<file path="config.mk">
export PLATFORM = sky130hd
export DESIGN_NAME = sram_arbiter_flat
export DESIGN_NICKNAME = d
export VERILOG_FILES = /design/src/rtl/sram_arbiter_if.sv /design/src/rtl/sram_arbiter.sv /design/src/flat_wrapper.sv
export SDC_FILE = /design/constraint.sdc
export NUM_CORES = 1
export LEC_CHECK = 0
export ABC_AREA = 0
export BUFFER_PORTS_ARGS = -buffer_cell sky130_fd_sc_hd__buf_2
export CAP_MARGIN = 5
export CORE_ASPECT_RATIO = 0.7
export CORE_MARGIN = 5
export CORE_UTILIZATION = 35
export CTS_CLUSTER_SIZE = 24
export DETAILED_ROUTE_END_ITERATION = 8
export GPL_TIMING_DRIVEN = 0
export PLACE_DENSITY = 0.81
export SLEW_MARGIN = 20
export SYNTH_ARGS = -nofsm -noshare
export SYNTH_HDL_FRONTEND = slang
export SYNTH_SLANG_ARGS = --single-unit
export TNS_END_PERCENT = 1
</file>
<file path="constraint.sdc">
create_clock -name clk -period 2.7 [get_ports clk]
set_input_delay 0.27 -clock clk [delete_from_list [all_inputs] [get_ports clk]]
set_output_delay 0.27 -clock clk [all_outputs]
set_load 0.1 [all_outputs]
</file>
<file path="src/rtl/sram_arbiter_if.sv">
// ---------------------------------------------------------------------------
// sram_arbiter_if
// Bundles every bus signal around the SRAM command-port arbiter: the two
// requester ports (m0_*, m1_*), the shared controller port (s_*) and the
// sticky orphan-return flag.
//   modport slave  : arbiter view (serves m0/m1, drives the controller port)
//   modport master : environment view (requesters plus controller model)
// Parameters: ADDR_W word-address width, DATA_W data width.
// ---------------------------------------------------------------------------
interface sram_arbiter_if #(
  parameter int ADDR_W = 20,
  parameter int DATA_W = 16
);
  // requester 0
  logic [ADDR_W-1:0] m0_address;
  logic [1:0]        m0_byteenable;
  logic              m0_read;
  logic              m0_write;
  logic [DATA_W-1:0] m0_writedata;
  logic              m0_waitrequest;
  logic [DATA_W-1:0] m0_readdata;
  logic              m0_readdatavalid;
  // requester 1
  logic [ADDR_W-1:0] m1_address;
  logic [1:0]        m1_byteenable;
  logic              m1_read;
  logic              m1_write;
  logic [DATA_W-1:0] m1_writedata;
  logic              m1_waitrequest;
  logic [DATA_W-1:0] m1_readdata;
  logic              m1_readdatavalid;
  // controller command port
  logic [ADDR_W-1:0] s_address;
  logic [1:0]        s_byteenable;
  logic              s_read;
  logic              s_write;
  logic [DATA_W-1:0] s_writedata;
  logic [DATA_W-1:0] s_readdata;
  logic              s_readdatavalid;
  // status
  logic              err_orphan;

  modport slave (
    input  m0_address, m0_byteenable, m0_read, m0_write, m0_writedata,
    output m0_waitrequest, m0_readdata, m0_readdatavalid,
    input  m1_address, m1_byteenable, m1_read, m1_write, m1_writedata,
    output m1_waitrequest, m1_readdata, m1_readdatavalid,
    output s_address, s_byteenable, s_read, s_write, s_writedata,
    input  s_readdata, s_readdatavalid,
    output err_orphan
  );

  modport master (
    output m0_address, m0_byteenable, m0_read, m0_write, m0_writedata,
    input  m0_waitrequest, m0_readdata, m0_readdatavalid,
    output m1_address, m1_byteenable, m1_read, m1_write, m1_writedata,
    input  m1_waitrequest, m1_readdata, m1_readdatavalid,
    input  s_address, s_byteenable, s_read, s_write, s_writedata,
    output s_readdata, s_readdatavalid,
    input  err_orphan
  );
endinterface

</file>
<file path="src/rtl/sram_arbiter.sv">
// ---------------------------------------------------------------------------
// sram_arbiter
// Shares one SRAM controller command port between two requesters. Ownership
// is granted in runs of up to HOLD_MAX accepted commands and alternates when
// both request. Accepted reads push the issuing master's ID into an in-order
// FIFO so returning read data is steered back with no added latency.
// Ports:
//   clk    system clock
//   reset  synchronous, active-high reset
//   bus    sram_arbiter_if.slave: m0_*/m1_* requester ports, s_* controller
//          port, err_orphan (sticky: read data returned with no read pending)
// Parameters: HOLD_MAX run length, MAX_OUTSTANDING ID FIFO depth (pow2, >=2).
// ---------------------------------------------------------------------------
module sram_arbiter #(
  parameter int HOLD_MAX        = 8,
  parameter int MAX_OUTSTANDING = 4
) (
  input  logic          clk,
  input  logic          reset,
  sram_arbiter_if.slave bus
);
  localparam int PTR_W = $clog2(MAX_OUTSTANDING);
  localparam int CNT_W = $clog2(MAX_OUTSTANDING) + 1;
  localparam int RUN_W = $clog2(HOLD_MAX + 1);
  localparam logic [RUN_W-1:0] RUN_LAST  = RUN_W'(HOLD_MAX - 1);
  localparam logic [CNT_W-1:0] FIFO_FULL = CNT_W'(MAX_OUTSTANDING);

  typedef enum logic [1:0] {
    ST_IDLE = 2'd0,
    ST_OWN0 = 2'd1,
    ST_OWN1 = 2'd2
  } state_t;

  state_t           r_state, w_state_nxt;
  logic             r_last_owner, w_last_owner_nxt;
  logic [RUN_W-1:0] r_cnt, w_cnt_nxt;

  logic             r_id_fifo [MAX_OUTSTANDING];
  logic [PTR_W-1:0] r_wr_ptr, r_rd_ptr;
  logic [CNT_W-1:0] r_count;
  logic             r_err_orphan;

  logic w_req0, w_req1;
  logic w_owned, w_owner;
  logic w_own_rd, w_own_wr, w_own_req, w_other_req;
  logic w_stall, w_accept, w_push, w_pop, w_empty, w_head;

  assign w_req0 = bus.m0_read | bus.m0_write;
  assign w_req1 = bus.m1_read | bus.m1_write;

  // While reset is held every grant is suppressed combinationally, whatever
  // state the register still holds.
  assign w_owned = (r_state != ST_IDLE) && !reset;
  assign w_owner = (r_state == ST_OWN1);

  // Read+write together is a protocol error: it is treated as a write only.
  assign w_own_wr    = w_owner ? bus.m1_write : bus.m0_write;
  assign w_own_rd    = (w_owner ? bus.m1_read : bus.m0_read) & ~w_own_wr;
  assign w_own_req   = w_own_rd | w_own_wr;
  assign w_other_req = w_owner ? w_req0 : w_req1;

  // Full FIFO stalls reads even if an entry is popped in the same cycle;
  // this keeps the stall off the s_readdatavalid timing path.
  assign w_stall  = w_owned && w_own_rd && (r_count == FIFO_FULL);
  assign w_accept = w_owned && w_own_req && !w_stall;
  assign w_push   = w_accept && w_own_rd;

  assign w_empty = (r_count == '0);
  assign w_head  = r_id_fifo[r_rd_ptr];
  assign w_pop   = bus.s_readdatavalid && !w_empty && !reset;

  // Command path
  assign bus.m0_waitrequest = !(w_owned && !w_owner) || w_stall;
  assign bus.m1_waitrequest = !(w_owned &&  w_owner) || w_stall;
  assign bus.s_read         = w_accept && w_own_rd;
  assign bus.s_write        = w_accept && w_own_wr;
  assign bus.s_address      = w_owner ? bus.m1_address    : bus.m0_address;
  assign bus.s_byteenable   = w_owner ? bus.m1_byteenable : bus.m0_byteenable;
  assign bus.s_writedata    = w_owner ? bus.m1_writedata  : bus.m0_writedata;

  // Return path: data is broadcast, the valid is steered by the FIFO head.
  assign bus.m0_readdata      = bus.s_readdata;
  assign bus.m1_readdata      = bus.s_readdata;
  assign bus.m0_readdatavalid = w_pop && !w_head;
  assign bus.m1_readdatavalid = w_pop &&  w_head;
  assign bus.err_orphan       = r_err_orphan;

  // NOTE: every variable gets its hold value first so no path through the
  // case leaves it unassigned (which would infer a latch).
  always_comb begin
    w_state_nxt      = r_state;
    w_last_owner_nxt = r_last_owner;
    w_cnt_nxt        = r_cnt;
    case (r_state)
      ST_IDLE: begin
        if (w_req0 && w_req1) w_state_nxt = r_last_owner ? ST_OWN0 : ST_OWN1;
        else if (w_req0)      w_state_nxt = ST_OWN0;
        else if (w_req1)      w_state_nxt = ST_OWN1;
      end
      ST_OWN0, ST_OWN1: begin
        if (!w_own_req) begin
          // Owner let go: hand straight over without a bubble, or go idle.
          if (w_other_req) w_state_nxt = w_owner ? ST_OWN0 : ST_OWN1;
          else             w_state_nxt = ST_IDLE;
          w_cnt_nxt        = '0;
          w_last_owner_nxt = w_owner;
        end else if (w_accept) begin
          if (r_cnt == RUN_LAST) begin
            // Run exhausted: yield only if the other side is waiting.
            w_cnt_nxt = '0;
            if (w_other_req) begin
              w_state_nxt      = w_owner ? ST_OWN0 : ST_OWN1;
              w_last_owner_nxt = w_owner;
            end
          end else begin
            w_cnt_nxt = r_cnt + 1'b1;
          end
        end
      end
      default: w_state_nxt = ST_IDLE;
    endcase
  end

  // NOTE: sequential state uses non-blocking assignments so every register
  // samples the pre-edge values of the others.
  always_ff @(posedge clk) begin
    if (reset) begin
      r_state      <= ST_IDLE;
      r_last_owner <= 1'b1;
      r_cnt        <= '0;
      r_wr_ptr     <= '0;
      r_rd_ptr     <= '0;
      r_count      <= '0;
      r_err_orphan <= 1'b0;
    end else begin
      r_state      <= w_state_nxt;
      r_last_owner <= w_last_owner_nxt;
      r_cnt        <= w_cnt_nxt;
      if (w_push) r_wr_ptr <= r_wr_ptr + 1'b1;
      if (w_pop)  r_rd_ptr <= r_rd_ptr + 1'b1;
      r_count <= r_count + CNT_W'(w_push) - CNT_W'(w_pop);
      if (bus.s_readdatavalid && w_empty) r_err_orphan <= 1'b1;
    end
  end

  // NOTE: the ID storage is deliberately not reset; entries are only ever
  // read below the occupancy count, which is reset.
  always_ff @(posedge clk) begin
    if (w_push) r_id_fifo[r_wr_ptr] <= w_owner;
  end

endmodule

</file>
<file path="src/flat_wrapper.sv">
// flat-port wrapper written by rule: the top's interface ports become plain ports
module sram_arbiter_flat 
#(
  parameter int HOLD_MAX        = 8,
  parameter int MAX_OUTSTANDING = 4
)
  (clk, reset, bus_m0_address, bus_m0_byteenable, bus_m0_read, bus_m0_write, bus_m0_writedata, bus_m0_waitrequest, bus_m0_readdata, bus_m0_readdatavalid, bus_m1_address, bus_m1_byteenable, bus_m1_read, bus_m1_write, bus_m1_writedata, bus_m1_waitrequest, bus_m1_readdata, bus_m1_readdatavalid, bus_s_address, bus_s_byteenable, bus_s_read, bus_s_write, bus_s_writedata, bus_s_readdata, bus_s_readdatavalid, bus_err_orphan);
  sram_arbiter_if #(.ADDR_W((20)), .DATA_W((16))) bus_i ();
  input  logic clk;
  input  logic reset;
  input wire logic [$bits(bus_i.m0_address)-1:0] bus_m0_address;
  input wire logic [$bits(bus_i.m0_byteenable)-1:0] bus_m0_byteenable;
  input wire logic [$bits(bus_i.m0_read)-1:0] bus_m0_read;
  input wire logic [$bits(bus_i.m0_write)-1:0] bus_m0_write;
  input wire logic [$bits(bus_i.m0_writedata)-1:0] bus_m0_writedata;
  output wire logic [$bits(bus_i.m0_waitrequest)-1:0] bus_m0_waitrequest;
  output wire logic [$bits(bus_i.m0_readdata)-1:0] bus_m0_readdata;
  output wire logic [$bits(bus_i.m0_readdatavalid)-1:0] bus_m0_readdatavalid;
  input wire logic [$bits(bus_i.m1_address)-1:0] bus_m1_address;
  input wire logic [$bits(bus_i.m1_byteenable)-1:0] bus_m1_byteenable;
  input wire logic [$bits(bus_i.m1_read)-1:0] bus_m1_read;
  input wire logic [$bits(bus_i.m1_write)-1:0] bus_m1_write;
  input wire logic [$bits(bus_i.m1_writedata)-1:0] bus_m1_writedata;
  output wire logic [$bits(bus_i.m1_waitrequest)-1:0] bus_m1_waitrequest;
  output wire logic [$bits(bus_i.m1_readdata)-1:0] bus_m1_readdata;
  output wire logic [$bits(bus_i.m1_readdatavalid)-1:0] bus_m1_readdatavalid;
  output wire logic [$bits(bus_i.s_address)-1:0] bus_s_address;
  output wire logic [$bits(bus_i.s_byteenable)-1:0] bus_s_byteenable;
  output wire logic [$bits(bus_i.s_read)-1:0] bus_s_read;
  output wire logic [$bits(bus_i.s_write)-1:0] bus_s_write;
  output wire logic [$bits(bus_i.s_writedata)-1:0] bus_s_writedata;
  input wire logic [$bits(bus_i.s_readdata)-1:0] bus_s_readdata;
  input wire logic [$bits(bus_i.s_readdatavalid)-1:0] bus_s_readdatavalid;
  output wire logic [$bits(bus_i.err_orphan)-1:0] bus_err_orphan;
  assign bus_i.m0_address = bus_m0_address;
  assign bus_i.m0_byteenable = bus_m0_byteenable;
  assign bus_i.m0_read = bus_m0_read;
  assign bus_i.m0_write = bus_m0_write;
  assign bus_i.m0_writedata = bus_m0_writedata;
  assign bus_m0_waitrequest = bus_i.m0_waitrequest;
  assign bus_m0_readdata = bus_i.m0_readdata;
  assign bus_m0_readdatavalid = bus_i.m0_readdatavalid;
  assign bus_i.m1_address = bus_m1_address;
  assign bus_i.m1_byteenable = bus_m1_byteenable;
  assign bus_i.m1_read = bus_m1_read;
  assign bus_i.m1_write = bus_m1_write;
  assign bus_i.m1_writedata = bus_m1_writedata;
  assign bus_m1_waitrequest = bus_i.m1_waitrequest;
  assign bus_m1_readdata = bus_i.m1_readdata;
  assign bus_m1_readdatavalid = bus_i.m1_readdatavalid;
  assign bus_s_address = bus_i.s_address;
  assign bus_s_byteenable = bus_i.s_byteenable;
  assign bus_s_read = bus_i.s_read;
  assign bus_s_write = bus_i.s_write;
  assign bus_s_writedata = bus_i.s_writedata;
  assign bus_i.s_readdata = bus_s_readdata;
  assign bus_i.s_readdatavalid = bus_s_readdatavalid;
  assign bus_err_orphan = bus_i.err_orphan;
  sram_arbiter #(.HOLD_MAX(HOLD_MAX), .MAX_OUTSTANDING(MAX_OUTSTANDING)) u_core (.clk(clk), .reset(reset), .bus(bus_i));
endmodule
</file>
; ---- After elaboration in Yosys (flattened, before gate mapping)
; Memory sizes are Yosys's and may differ from the RTL's. A register that Yosys moved wholly into a read port is not among the register bits.
; Cells that the tools add are included.
[totals]
input_bits = 99
mem_count = 1
reg_bits = 15
output_inout_bits = 77
wordCells = 88
ram_bits = 4
[mem_list]
columns = memory, words, width, read_ports, rd_ports_with_merged_regs, wr, line_no
row1 = u_core.r_id_fifo, 4, 1, 1, 1, 1, sram_arbiter.sv:38  ; logic r_id_fifo [MAX_OUTSTANDING];
[classes]
bitwise_logic = 5
n_mux = 28
n_eq_ne = 11
reduce_logical = 31
add_sub_neg = 5
[ops]
columns = op, count
row1 = $mux 2, 13
row2 = $mux 20, 1
row3 = $mux 16, 1
row4 = $logic_and 1x1->1, 15
row5 = $mux 4, 3
row6 = $mux 1, 9
row7 = $ne 3x3->1 const B, 3
row8 = $reduce_and 4->1, 2
row9 = $logic_not 1->1, 7
row10 = $ne 2x2->1 const B, 3
row11 = $add 2x1->2 const B, 2
row12 = $add 4x1->4 const B, 1
row13 = $eq 4x3->1 const B, 1
row14 = $ne 4x1->1 const B, 1
row15 = $pmux 2 s2, 1
row16 = $add 3x1->3, 1
row17 = $eq 3x3->1 const B, 1
row18 = $logic_not 3->1, 1
row19 = $or 1x1->1, 3
row20 = $sub 3x1->3, 1
row21 = $eq 2x1->1 const B, 1
row22 = $eq 2x2->1 const B, 1
row23 = $logic_not 2->1, 1
row24 = $logic_or 1x1->1, 2
row25 = 5 further kinds, 5

; ---- Depth between registers and ports, before layout
[logic_depth]
ltp_word = 11
ltp_mapped = 11
ltp_nobuf = 9

; ---- Least setup slack after synthesis
; No wires, ideal clock.
[synth_timing]
path_kind = register to output
start = register u_core.r_state[0]
end = output bus_s_write
t_arrival_ps = 3305
slack_ps = -875
stages_incl_launch_ff = 7
required_ps = 2430
n_path_buf = 2
cell_sequence = dfxtp_1 > inv_1 > ha_1 > clkbuf_8 > clkbuf_1 > mux2i_1 > nor3_1
[synth_via]
elab_chain_len = 9
elab_cells_between_ends = 14
classes_between = eq/ne (1) / mux (2) / bitwise (3) / reduce/logical (8)
[synth_lines]
columns = item, line_no
row1 = "start, declared", sram_arbiter.sv:34  ; state_t r_state, w_state_nxt;
row2 = "start signal, assigned", sram_arbiter.sv:136  ; r_state <= w_state_nxt;
row3 = $eq 2x2->1 (*), sram_arbiter.sv:54  ; assign w_owner = (r_state == ST_OWN1);
row4 = named net u_core.w_owner, sram_arbiter.sv:44  ; logic w_owned, w_owner;
row5 = $mux 1, sram_arbiter.sv:57  ; assign w_own_wr = w_owner ? bus.m1_write : bus.m0_write;
row6 = $not 1->1, sram_arbiter.sv:58  ; assign w_own_rd = (w_owner ? bus.m1_read : bus.m0_read) & ~w_own_wr;
row7 = $and 1x1->1, sram_arbiter.sv:58
row8 = $logic_and 1x1->1 (2 in a row), sram_arbiter.sv:64  ; assign w_stall = w_owned && w_own_rd && (r_count == FIFO_FULL);
row9 = $logic_not 1->1, sram_arbiter.sv:65  ; assign w_accept = w_owned && w_own_req && !w_stall;
row10 = $logic_and 1x1->1, sram_arbiter.sv:65
row11 = $logic_and 1x1->1 (*), sram_arbiter.sv:76  ; assign bus.s_write = w_accept && w_own_wr;
row12 = "end, declared", flat_wrapper.sv:30  ; output wire logic [$bits(bus_i.s_write)-1:0] bus_s_write;
; The timed path passes the listed nets; every way through them passes the cells marked *.

; ---- Worst setup path in the final report
; Ends and elaborated chain as after synthesis.

==> qor.csv <==
stage,metric,value,unit
grt,"Remaining Overflow, GRT",0,
setup_path,CP required,2.43,ns
synth,Post-synth ARST share,0,%
setup_path,CP bufs+invs,4,
clock_network,H-tree levels,1,
setup_path,peak fanout along the critical path,10,
synth,synth cell count leaders,"mux2_2 (38), buf_4 (32), nor2_1 (19), dfxtp_1 (17)",
cells_and_area,Seq. cell area,462.9,um^2
sta,final hold violation count,0,
clock_network,clk_lat worst skew,0.26,ns
power_and_ir_drop,Peak VDD IR,0.0006127,V
setup_path,"delay-heaviest family, CP",buffers and inverters,
grt,largest net degree at the start of global routing,13,
route,DR iter-0 viols,120,
setup_path,worst r2r src,u_core.r_state[0]$_SDFFE_PP0P_,
die,die area,7287,um^2
min_path,worst min-delay path startpoint,bus_s_readdatavalid,
place,gpl congestion,0.8465,
synth,cell taking the most area after synthesis,mux2_2,
synth,Post-synth top flop,dfxtp_1,
cells_and_area,# diodes,0,
route,TritonRoute pass-1 iters,4,
sta,relative slew slack,41.80,%
place,placed cell count,442,
clock_network,Max clock buf depth,2,
synth,syn nets,321,
power_and_ir_drop,Leak,1.435,nW
setup_path,slowest cell delay on critical path,0.46,ns
synth,Post-synth EDFFs,4,
die,I/O pin count,176,
die,Die H,72.94,um
route,DRC violations left,0,
outcome,status,"complete, no violations",
sta,Finish-stage setup viols,0,
clock_network,"Clk pin slew, worst setup/hold paths",0.08,ns
power_and_ir_drop,PD cells,911.2,nW/um^2
power_and_ir_drop,switching share of power,63.80,%
synth,Yosys warnings,0,
place,HPWL after DPL,5996,um
power_and_ir_drop,Overall Power,0.002701,W
clock_network,TritonCTS Buffers,3,
cells_and_area,final cell count without fillers,446,
setup_path,"Slowest-stage cell, CP",clkbuf_1,
synth,mean post-synth cell area,9.387,um^2
clock_network,Sink Count,21,
synth,count of different cell masters after synthesis,48,
synth,"count leader, synth",mux2_2,
cells_and_area,area of the multi-input gates,1230,um^2
synth,"Seq/Total Area, Yosys",23.25,%
synth,synthesized instance count,211,
die,initial core utilization,36.90,%
setup_path,"Arr. time, crit path",2.30,ns
cells_and_area,synthesis-to-layout area growth,49.65,%
synth,Synth top area share,21.60,%
setup_path,Crit Path Category,flop to output port,
flow_run,max_cap viols,0,
power_and_ir_drop,Logic pwr share,76.6,%
grt,gr usage total,17.04,%
power_and_ir_drop,Int Pwr,0.0009777,W
sta,unrepaired setup endpoints after global routing,true,
grt,initial antenna violation count,0,
power_and_ir_drop,Seq pwr share,15.8,%
route,Routed Antenna Nets,0,
setup_path,CP Launch Type,flop,
place,port bufs,159,
grt,first-pass GRT wire length,10070,um
route,via count,2135,
sta,Worst Skew,0.003153,ns
setup_path,ordered cell list for the critical path,inv_2 -> ha_4 -> clkbuf_8 -> clkbuf_1 -> mux2i_1 -> nor3_2 -> buf_2,
power_and_ir_drop,NetSw,0.001723,W
setup_path,critical path endpoint category,output port,
route,WL per Instance,15.57,um
die,area of the core,5368,um^2
min_path,Min-Delay Path Class,input pin to flop,
setup_path,critical path startpoint,u_core.r_state[0]$_SDFFE_PP0P_,
route,average vias per placed instance,4.787,
grt,vias in the first global route,2056,
sta,Final Slew Violations,0,
route,Routed WL,6946,um
sta,final worst path period share,95.37,%
cells_and_area,final core utilization,55.22,%
cells_and_area,Fillers,510,
sta,fmax,388.4,MHz
die,Row Count,22,
clock_network,CTS tree,yes,
sta,fin crit period,2.575,ns
sta,setup slack after layout,0.1251,ns
power_and_ir_drop,clock power share,7.6,%
sta,worst-margin pin slew,0.8650,ns
synth,largest cells by area after synthesis,"mux2_2 (22%), dfxtp_1 (17%), buf_4 (12%)",
cells_and_area,Final nets,485,
synth,Seq cells post-synth,21,
place,Place WS,0.1592,ns
clock_network,CTS root buf,clkbuf_8,
die,Die W,99.91,um
cells_and_area,layout cells sized above 1,68.98,%
synth,mapped cell area,1981,um^2
logic make-up after synthesis:
| logic type | after synthesis | synth area share (%) |
|---|---|---|
| AND/OR/NAND/NOR | 59 | 16.74 |
| buffers and inverters | 51 | 16.30 |
| multiplexers | 42 | 24.26 |
| AO/OA/AOI/OAI | 22 | 9.919 |
| flip-flops | 21 | 23.25 |
| adder cells (fa/ha/maj) | 11 | 7.328 |
| XOR/XNOR | 5 | 2.211 |
worst register-to-register path: stages, from the launching register on:
cell,delay [ns]
dfxtp_2,0.33
inv_2,0.09
ha_4,0.20
clkbuf_8,0.19
nand3b_1,0.22
a211oi_4,0.49
ha_2,0.25
inv_1,0.05
fa_2,0.51
nor2_1,0.04
per-stage QoR:
step           setup TNS, ns  instance area, um^2  hold WS [ns]
2_1_floorplan        -0.6774                 2024        0.4107
3_3_place_gp               0                 2910        0.4486
3_5_place_dp               0                 2910        0.4605
4_1_cts                    0                 2957        0.2598
5_1_grt             -0.01554                 2964        0.2976
6_report                   0                 2964        0.2605
final cells by class:
cell class,count,area share (%)
repair buffers,159,26.85
multi-input cells,139,41.49
flip-flops and latches,21,15.62
well taps,72,3.039
clock inverters,1,0.1688
plain buffers,41,10.17
clock buffers,3,1.393
inverters,10,1.266
flip-flops by register name (all words and copies together), names as in the netlist, named ones only:
signal                 count
u_core.r_cnt               4
u_core.r_id_fifo           4
u_core.r_count             3
u_core.r_rd_ptr            2
u_core.r_state             2
u_core.r_wr_ptr            2
u_core.bus.err_orphan      1
u_core.r_last_owner        1
per-layer routing:
layer	global-route usage [%]	wire, um	vias to the layer above
met2	29.42	3545	96
li1	-	-	1052
met4	3.030	62	0
met5	0	0	-
met1	21.95	2728	981
met3	4.011	610	6
cells in the final DEF (no fill, tap or decap), drive strengths merged, types with 4 or more instances in the layout:
| cell type | count |
|---|---|
| nand4 | 4 |
| xnor2 | 4 |
| clkbuf | 11 |
| edfxtp | 4 |
| nor2 | 19 |
| and2 | 5 |
| nor3 | 5 |
| dfxtp | 17 |
| ha | 10 |
| inv | 10 |
| mux2 | 38 |
| buf | 192 |
| nand3 | 8 |
power by group through the flow:
stage / Sequential (W) / Clock (W) / Combinational, W
2_1_floorplan: 0.000456 / 0 / 0.00171
3_3_place_gp: 0.000431 / 0 / 0.00203
3_5_place_dp: 0.000435 / 0 / 0.00206
4_1_cts: 0.000429 / 0.000214 / 0.00207
5_1_grt: 0.000436 / 0.000225 / 0.00216
6_report: 0.000428 / 0.000205 / 0.00207
final timing paths:
path	cells after the start	slack, ns	endpoint
max reg2reg	9	0.21	u_core.r_count[1]$_SDFF_PP0_
min	3	0.26	u_core.bus.err_orphan$_SDFFE_PP0P_
max	7	0.13	bus_s_write
min reg2reg	2	0.47	u_core.bus.err_orphan$_SDFFE_PP0P_
repair_timing:
item                       4_1_cts  5_1_grt
buffers inserted                 0        0
resized for setup                0        1
setup endpoints to repair        0        2
hold buffers                     0        0
No activity file was read; power rests on OpenSTA's default activity.
